[src/rtl/sevenseg_pkg.sv]
// Shared types and constants for the 4-digit seven-segment scanner.
package sevenseg_pkg;
  localparam int         N_DIGITS  = 4;
  localparam logic [3:0] ANODE_OFF = 4'hF;

  typedef logic [1:0] slot_t;

  // Active-low anode pattern with only the given slot enabled.
  function automatic logic [3:0] anode_select_n(input slot_t slot);
    logic [3:0] onehot;
    onehot = 4'b0001 << slot;
    return ~onehot;
  endfunction
endpackage

[src/rtl/scan_prescaler.sv]
// Slot-period prescaler: produces the slot-advance tick and a look-ahead
// flag saying whether the next cycle is past the anode guard interval.
module scan_prescaler #(
  parameter int DIV_BITS     = 16,
  parameter int BLANK_CYCLES = 4
) (
  input  logic clk,
  input  logic reset_n,
  input  logic enable,
  output logic tick,
  output logic window_next
);
  logic [DIV_BITS-1:0] cnt;
  logic [DIV_BITS-1:0] cnt_next;

  // The counter simply freezes while the display is disabled.
  assign tick        = enable && (cnt == '1);
  assign cnt_next    = enable ? cnt + DIV_BITS'(1) : cnt;
  assign window_next = enable && (cnt_next >= DIV_BITS'(BLANK_CYCLES));

  always_ff @(posedge clk or negedge reset_n) begin
    if (!reset_n) begin
      cnt <= '0;
    end else begin
      cnt <= cnt_next;
    end
  end
endmodule

[src/rtl/sevenseg_scan.sv]
// Time-multiplexed, double-buffered scanner for a 4-digit common-anode display.
// All outputs are flops fed from next-state values so they move with cnt/sel.
module sevenseg_scan
  import sevenseg_pkg::*;
#(
  parameter int DIV_BITS     = 16,
  parameter int BLANK_CYCLES = 4
) (
  input  logic        clk,
  input  logic        reset_n,
  input  logic [15:0] value_in,
  input  logic [3:0]  dp_in,
  input  logic        load,
  input  logic        blank_lz,
  input  logic        enable,
  output logic [3:0]  digit,
  output logic [3:0]  anode_n,
  output logic        dp_n,
  output logic        frame_start
);
  logic        tick;
  logic        window_next;
  slot_t       sel, sel_next;
  logic [15:0] pend, pend_next;
  logic [15:0] disp, disp_next;
  logic [3:0]  pend_dp, pend_dp_next;
  logic [3:0]  disp_dp, disp_dp_next;
  logic        pend_v, pend_v_next;
  logic        boundary;
  logic        suppressed;
  logic        lit;
  logic [15:0] upper_digits;

  scan_prescaler #(
    .DIV_BITS    (DIV_BITS),
    .BLANK_CYCLES(BLANK_CYCLES)
  ) u_prescaler (
    .clk        (clk),
    .reset_n    (reset_n),
    .enable     (enable),
    .tick       (tick),
    .window_next(window_next)
  );

  always_comb begin
    sel_next     = tick ? sel + 2'd1 : sel;
    boundary     = tick && (sel == slot_t'(N_DIGITS - 1));
    disp_next    = disp;
    disp_dp_next = disp_dp;
    pend_next    = pend;
    pend_dp_next = pend_dp;
    pend_v_next  = pend_v;
    // Transfer uses the pending value from before any coincident load.
    if (boundary && pend_v) begin
      disp_next    = pend;
      disp_dp_next = pend_dp;
      pend_v_next  = 1'b0;
    end
    if (load) begin
      pend_next    = value_in;
      pend_dp_next = dp_in;
      pend_v_next  = 1'b1;
    end
    upper_digits = disp_next >> {sel_next, 2'b00};
    suppressed   = blank_lz && (sel_next != 2'd0) && (upper_digits == 16'h0000);
    lit          = window_next && !suppressed;
  end

  always_ff @(posedge clk or negedge reset_n) begin
    if (!reset_n) begin
      sel         <= '0;
      pend        <= '0;
      pend_dp     <= '0;
      pend_v      <= 1'b0;
      disp        <= '0;
      disp_dp     <= '0;
      digit       <= '0;
      anode_n     <= ANODE_OFF;
      dp_n        <= 1'b1;
      frame_start <= 1'b0;
    end else begin
      sel         <= sel_next;
      pend        <= pend_next;
      pend_dp     <= pend_dp_next;
      pend_v      <= pend_v_next;
      disp        <= disp_next;
      disp_dp     <= disp_dp_next;
      digit       <= disp_next[{sel_next, 2'b00} +: 4];
      anode_n     <= lit ? anode_select_n(sel_next) : ANODE_OFF;
      dp_n        <= lit ? ~disp_dp_next[sel_next] : 1'b1;
      frame_start <= boundary;
    end
  end
endmodule

[config.mk]
export PLATFORM = sky130hd
export DESIGN_NAME = sevenseg_scan
export DESIGN_NICKNAME = d
export VERILOG_FILES = /design/src/rtl/sevenseg_pkg.sv /design/src/rtl/scan_prescaler.sv /design/src/rtl/sevenseg_scan.sv
export SDC_FILE = /design/constraint.sdc
export NUM_CORES = 1
export LEC_CHECK = 0
export ABC_AREA = 1
export CAP_MARGIN = 10
export CELL_PAD_IN_SITES_DETAIL_PLACEMENT = 2
export CELL_PAD_IN_SITES_GLOBAL_PLACEMENT = 2
export CORE_ASPECT_RATIO = 0.6
export CORE_MARGIN = 1
export CORE_UTILIZATION = 33
export CTS_CLUSTER_SIZE = 40
export DETAILED_ROUTE_END_ITERATION = 8
export PLACE_DENSITY_LB_ADDON = 0.1
export SYNTH_ARGS = -nofsm -noshare
export SYNTH_HDL_FRONTEND = slang
export SYNTH_HIERARCHICAL = 1
export SYNTH_SLANG_ARGS = --single-unit
export TNS_END_PERCENT = 20
[constraint.sdc]
create_clock -name clk -period 2.45 [get_ports clk]
set_input_delay 0.245 -clock clk [delete_from_list [all_inputs] [get_ports clk]]
set_output_delay 0.245 -clock clk [all_outputs]
set_load 0.02 [all_outputs]
-- Word level (Yosys, flattened, before mapping)
Index checks and enable logic that the tools add are counted.
- register bits: 69
- word-level logic and storage cells: 43
- $add $sub $neg: 2
- $lt $le $gt $ge: 2
- equal/unequal tests: 2
- shifts and indexed selects: 3
- multiplexer cells: 10
- bitwise operators: 2
- reductions and logical operators: 11
- operators by type and width (kind ; number):
    $mux W16 ; 2
    $add A16 B1 Y16 const B ; 1
    $eq A16 B16 Y1 const B ; 1
    $ge A16 B3 Y1 const B ; 1
    $logic_not A16 Y1 ; 1
    $shiftx A16 B5 Y4 ; 1
    $shr A16 B4 Y16 ; 1
    $mux W4 ; 2
    $logic_and A1 B1 Y1 ; 7
    $mux W1 ; 4
    $not A4 Y4 ; 1
    $reduce_bool A2 Y1 ; 2
    $shl A1 B2 Y4 const A ; 1
    $lt A2 B3 Y1 const B ; 1
    $add A2 B1 Y2 const B ; 1
    $bmux W1 S2 ; 1
    $eq A2 B2 Y1 const B ; 1
    $mux W2 ; 1
    $logic_not A1 Y1 ; 1
    $not A1 Y1 ; 1

-- Depth between registers and ports, before layout
- depth in word-level cells: 11
- depth in mapped cells: 18
- gate-level depth less buffers: 17

-- Hierarchy
The synthesis kept the hierarchy.
- by module, submodules not included (module ; instances ; cells each ; area each (sq um)):
    sevenseg_scan ; 1 ; 283 ; 2356.0
    scan_prescaler ; 1 ; 142 ; 980.9

-- Worst setup path before layout
OpenSTA, ideal clock, no wires.
- path kind: reg-to-reg
- from: register u_prescaler.cnt[0]
- to: register anode_n[0]
- data arrival time: 2.065 ns
- slack: 0.294 ns
- cell stages (with the launch flop): 18
- buffers on the path: 1
- period minus slack after synthesis: 2.156 ns
- path through: dfrtp_1 ha_1 nand3_1 nor2_1 nand3_1 nor4_1 buf_4 inv_2 nand2_1 nand2_1 nor2_2 nand2_1 nand2_1 a21oi_1 nand2_1 nor2_1 nand2_1 nand3_1
- cells in the longest elaborated chain, start to end: 11
- ends and longest elaborated chain (element ; RTL line ; RTL):
    start, declared ; scan_prescaler.sv:13 ; logic [DIV_BITS-1:0] cnt;
    start signal, assigned ; scan_prescaler.sv:25 ; cnt <= cnt_next;
    $eq A16 B16 Y1 (*) ; scan_prescaler.sv:17 ; assign tick = enable && (cnt == '1);
    $logic_and A1 B1 Y1 (*) ; scan_prescaler.sv:17 ;
    named net tick ; sevenseg_scan.sv:21 ; logic tick;
    $logic_and A1 B1 Y1 ; sevenseg_scan.sv:47 ; boundary = tick && (sel == slot_t'(N_DIGITS - 1));
    $logic_and A1 B1 Y1 ; sevenseg_scan.sv:54 ; if (boundary && pend_v) begin
    $mux W16 ; sevenseg_scan.sv:54 ;
    $shr A16 B4 Y16 ; sevenseg_scan.sv:64 ; upper_digits = disp_next >> {sel_next, 2'b00};
    $logic_not A16 Y1 ; sevenseg_scan.sv:65 ; suppressed = blank_lz && (sel_next != 2'd0) && (upper_digits == 16'h0000);
    $logic_and A1 B1 Y1 ; sevenseg_scan.sv:65 ;
    $logic_not A1 Y1 ; sevenseg_scan.sv:66 ; lit = window_next && !suppressed;
    $logic_and A1 B1 Y1 ; sevenseg_scan.sv:66 ;
    $mux W4 (*) ; sevenseg_scan.sv:89 ; anode_n <= lit ? anode_select_n(sel_next) : ANODE_OFF;
    end signal, assigned ; sevenseg_scan.sv:89 ;
    end, declared ; sevenseg_scan.sv:17 ; output logic [3:0] anode_n,
Mark *: on every way through the listed nets, which the timed path passes. The rest lies on a longest branch.
A chain may end at the register's enable or synchronous reset.

-- Final worst setup path
- from: register u_prescaler.cnt[6]
- to: register dp_n
- cells in the longest elaborated chain, start to end: 11
- ends and longest elaborated chain (element ; RTL line ; RTL):
    $eq A16 B16 Y1 ; scan_prescaler.sv:17 ;
    $logic_and A1 B1 Y1 ; scan_prescaler.sv:17 ;
    named net tick ; sevenseg_scan.sv:21 ;
    $logic_and A1 B1 Y1 ; sevenseg_scan.sv:47 ;
    $logic_and A1 B1 Y1 ; sevenseg_scan.sv:54 ;
    $mux W16 ; sevenseg_scan.sv:54 ;
    named net disp_next[15] ; sevenseg_scan.sv:25 ; logic [15:0] disp, disp_next;
    $shr A16 B4 Y16 ; sevenseg_scan.sv:64 ;
    $logic_not A16 Y1 ; sevenseg_scan.sv:65 ;
    $logic_and A1 B1 Y1 ; sevenseg_scan.sv:65 ;
    $logic_not A1 Y1 ; sevenseg_scan.sv:66 ;
    $logic_and A1 B1 Y1 ; sevenseg_scan.sv:66 ;
    $mux W1 ; sevenseg_scan.sv:90 ; dp_n <= lit ? ~disp_dp_next[sel_next] : 1'b1;
    end signal, assigned ; sevenseg_scan.sv:90 ;
    end, declared ; sevenseg_scan.sv:18 ; output logic dp_n,
The timed path passes the listed nets, and every way through them passes these cells. The select of a mux whose other input is x is not followed.

==> metrics.txt <==
status finished with violations; failing checks setup timing; Final Setup Violations 8; Layout Nets 550; Worst Skew 9.89 ps; Yosys cell types 26; Worst R2R Path Depth 16; Pwr per Cell Area 673 nW/um^2; critical-path cell list nand2_1 -> nor2_1 -> nand3_4 -> nor4_4 -> buf_4 -> nand3_4 -> buf_6 -> nand2_1 -> nand2_1 -> nor2_1 -> nand2_1 -> nand2_2 -> nand3_2 -> nor2_2 -> nand2_2 -> nand3_1; first-pass GRT wire length 18.9 mm; DIE HEIGHT 79.9 um; commonest non-fill, non-tap cell in the layout nand2_1; routed vias/inst 4.99; Synth Instances 425; vias 3310; CP max FO 7; fmax 0.373 GHz; clk sinks 69; Critical Path RT 2710 ps; Clock Latency Late Sink 330 ps; max-cap violation count 0; fin crit share 110%; ANT nets after route 0; Reg clk slew, reported paths 60 ps; First DRT Iteration DRCs 131; Remaining Overflow, GRT 0; mapped cell area 3340 um^2; WHS 430 ps; crit path launch type register; vias in the first global route 3389; CTS tree built; Final min period 2680 ps; CP Capture Type register; layout cells sized above 1 28.6%; clock root cell clkbuf_16; RePlAce Congestion 0.847; # placed instances 628; Final Slew Violations 0; area grow syn2layout 44.1%; CP max stage delay 400 ps; pin slew with the least headroom to its limit 573 ps; H-tree levels 3; Post-Syn Nets 452; total core area 9840 um^2; Die X-Extent 132 um; IO Pins 35; most frequent cells in the layout nand2_1, dfrtp_1, buf_4; Initial Util 33.9%; area share of the largest cell type after synthesis 48.0%; final non-filler cell total 663; DRC errors left 0; TritonCTS Buffers 9; Seq/Total Area, Yosys 51.9%; Total GRT Usage 24.2%; die area 10500 um^2; antenna cells 0; top cells by area, synth dfrtp_1, nand2_1, inv_1; Sum Neg Setup Slack -1340 ps; R2R Path End dp_n; total number of yosys warnings 6; crit path DAT 2950 ps; Final Hold Fails 0; slew margin rel. 61.7%; worst setup path class register to register; mean post-synth cell area 7.85 um^2; CP Buf/Inv Count 2; CP most frequent cell nand2_1; clock buffer depth 2; register bit total from synthesis 69; Post-DP HPWL 9.13 mm; FF-to-FF Start u_prescaler/cnt[6]; final worst slack -234 ps; WL/cell 20.5 um; Crit path max-delay family simple AND/OR/NAND/NOR gates; TritonRoute pass-1 iters 4; initial antenna violation count 0; pin count of the biggest net entering global routing 33; RSZ-0062 raised after global routing yes; Max rail drop VDD 370 uV; Pleak 0.00237 uW; reg-to-reg slack, setup -230 ps; cell taking the most area after synthesis dfrtp_1; Hold Path Class input pin to asynchronous set/reset pin; Critical-path top delay cell dfrtp_1; IO buf count 34; row cnt 28; final wirelength 13.6 mm
[worst reg2reg max path, stage by stage, from the launching register on]
cell and delay [ps]:
dfrtp_1 400, nand2_1 150, nor2_1 280, nand3_4 120, nor4_4 150, buf_4 190
nand3_4 160, buf_6 200, nand2_1 80, nand2_1 100, nor2_1 130, nand2_1 110
nand2_2 80, nand3_2 90, nor2_2 130, nand2_2 130, nand3_1 110
[sequential cells by signal, indices dropped and copies added (netlist names)]
signal           cells
pend_dp              4
frame_start          1
dp_n                 1
pend                16
disp_dp              4
sel                  2
pend_v               1
digit                4
disp                16
u_prescaler/cnt     16
anode_n              4
[where the power goes]
| group | switching (uW) | internal [uW] |
|---|---|---|
| logic | 382 | 270 |
| registers | 56.8 | 1230 |
| clock network | 480 | 819 |
[synthesized netlist by cell type (all sizes together)]
cell / instances
xor2: 2
ha: 2
clkinv: 2
nor2: 31
o21bai: 3
nor4: 1
buf: 9
clkbuf: 3
a22oi: 1
nand4: 19
nand3: 38
o21ai: 24
nand2: 164
inv: 53
dfrtp: 64
dfstp: 5
a21oi: 4
[repair_timing]
item | CTS | global route
buffers inserted | 8 | 9
resized for setup | 22 | 43
endpoints found under the hold margin | 19 | 0
cloned | 0 | 1
hold buffers | 1 | 0
setup endpoints to repair | 9 | 12
pin swaps | 6 | 16
[area by class of cell]
class	count	area, um^2
clock buffer	15	258
clock inverter	1	30.0
fill	1069	5040
inverter	55	209
multi-input combinational	289	1530
sequential	69	1730
tap	135	169
timing repair buffer	99	876
[metrics by stage]
stage	setup slack (ps)	util [%]	area, um^2	total power [uW]
3_3_place_gp	-281	42.2	4150	1790
6_report	-234	48.8	4810	3240
3_5_place_dp	-465	42.2	4150	1840
2_1_floorplan	294	-	3340	1540
4_1_cts	-187	46.6	4590	3180
5_1_grt	-377	48.8	4810	3370
[metal layers]
metal / global-route usage [%] / vias to the layer above / part of all wire, %
met5: 0 / - / 0
met1: 35.6 / 1702 / 50
met3: 5.90 / 8 / 4.1
met4: 5.00 / 0 / 0.69
li1: - / 1539 / -
met2: 35.5 / 61 / 46
[logic make-up (layout without fill, tap and decap cells)]
kind of cell	count (synthesis)	after routing	share of synthesized area (%)
AND/OR/NAND/NOR	253	253	33.1
XOR/XNOR	2	2	0.525
AO/OA/AOI/OAI	32	32	5.21
adder cells (fa/ha/maj)	2	2	0.750
buffers and inverters	67	170	8.47
flip-flops	69	69	51.9
[how the worst max path moves through the flow]
stage / end / cells past startpoint / slack (ps) / startpoint
6_report: dp_n / 16 / -230 / u_prescaler/cnt[6]
5_1_grt: dp_n / 17 / -380 / u_prescaler/cnt[0]
4_1_cts: anode_n[2] / 17 / -190 / u_prescaler/cnt[1]
3_5_place_dp: anode_n[2] / 17 / -460 / enable
3_3_place_gp: anode_n[1] / 17 / -280 / enable
2_1_floorplan: anode_n[0] / 17 / 290 / u_prescaler/cnt[0]
Power figures use the tool's default switching activity.
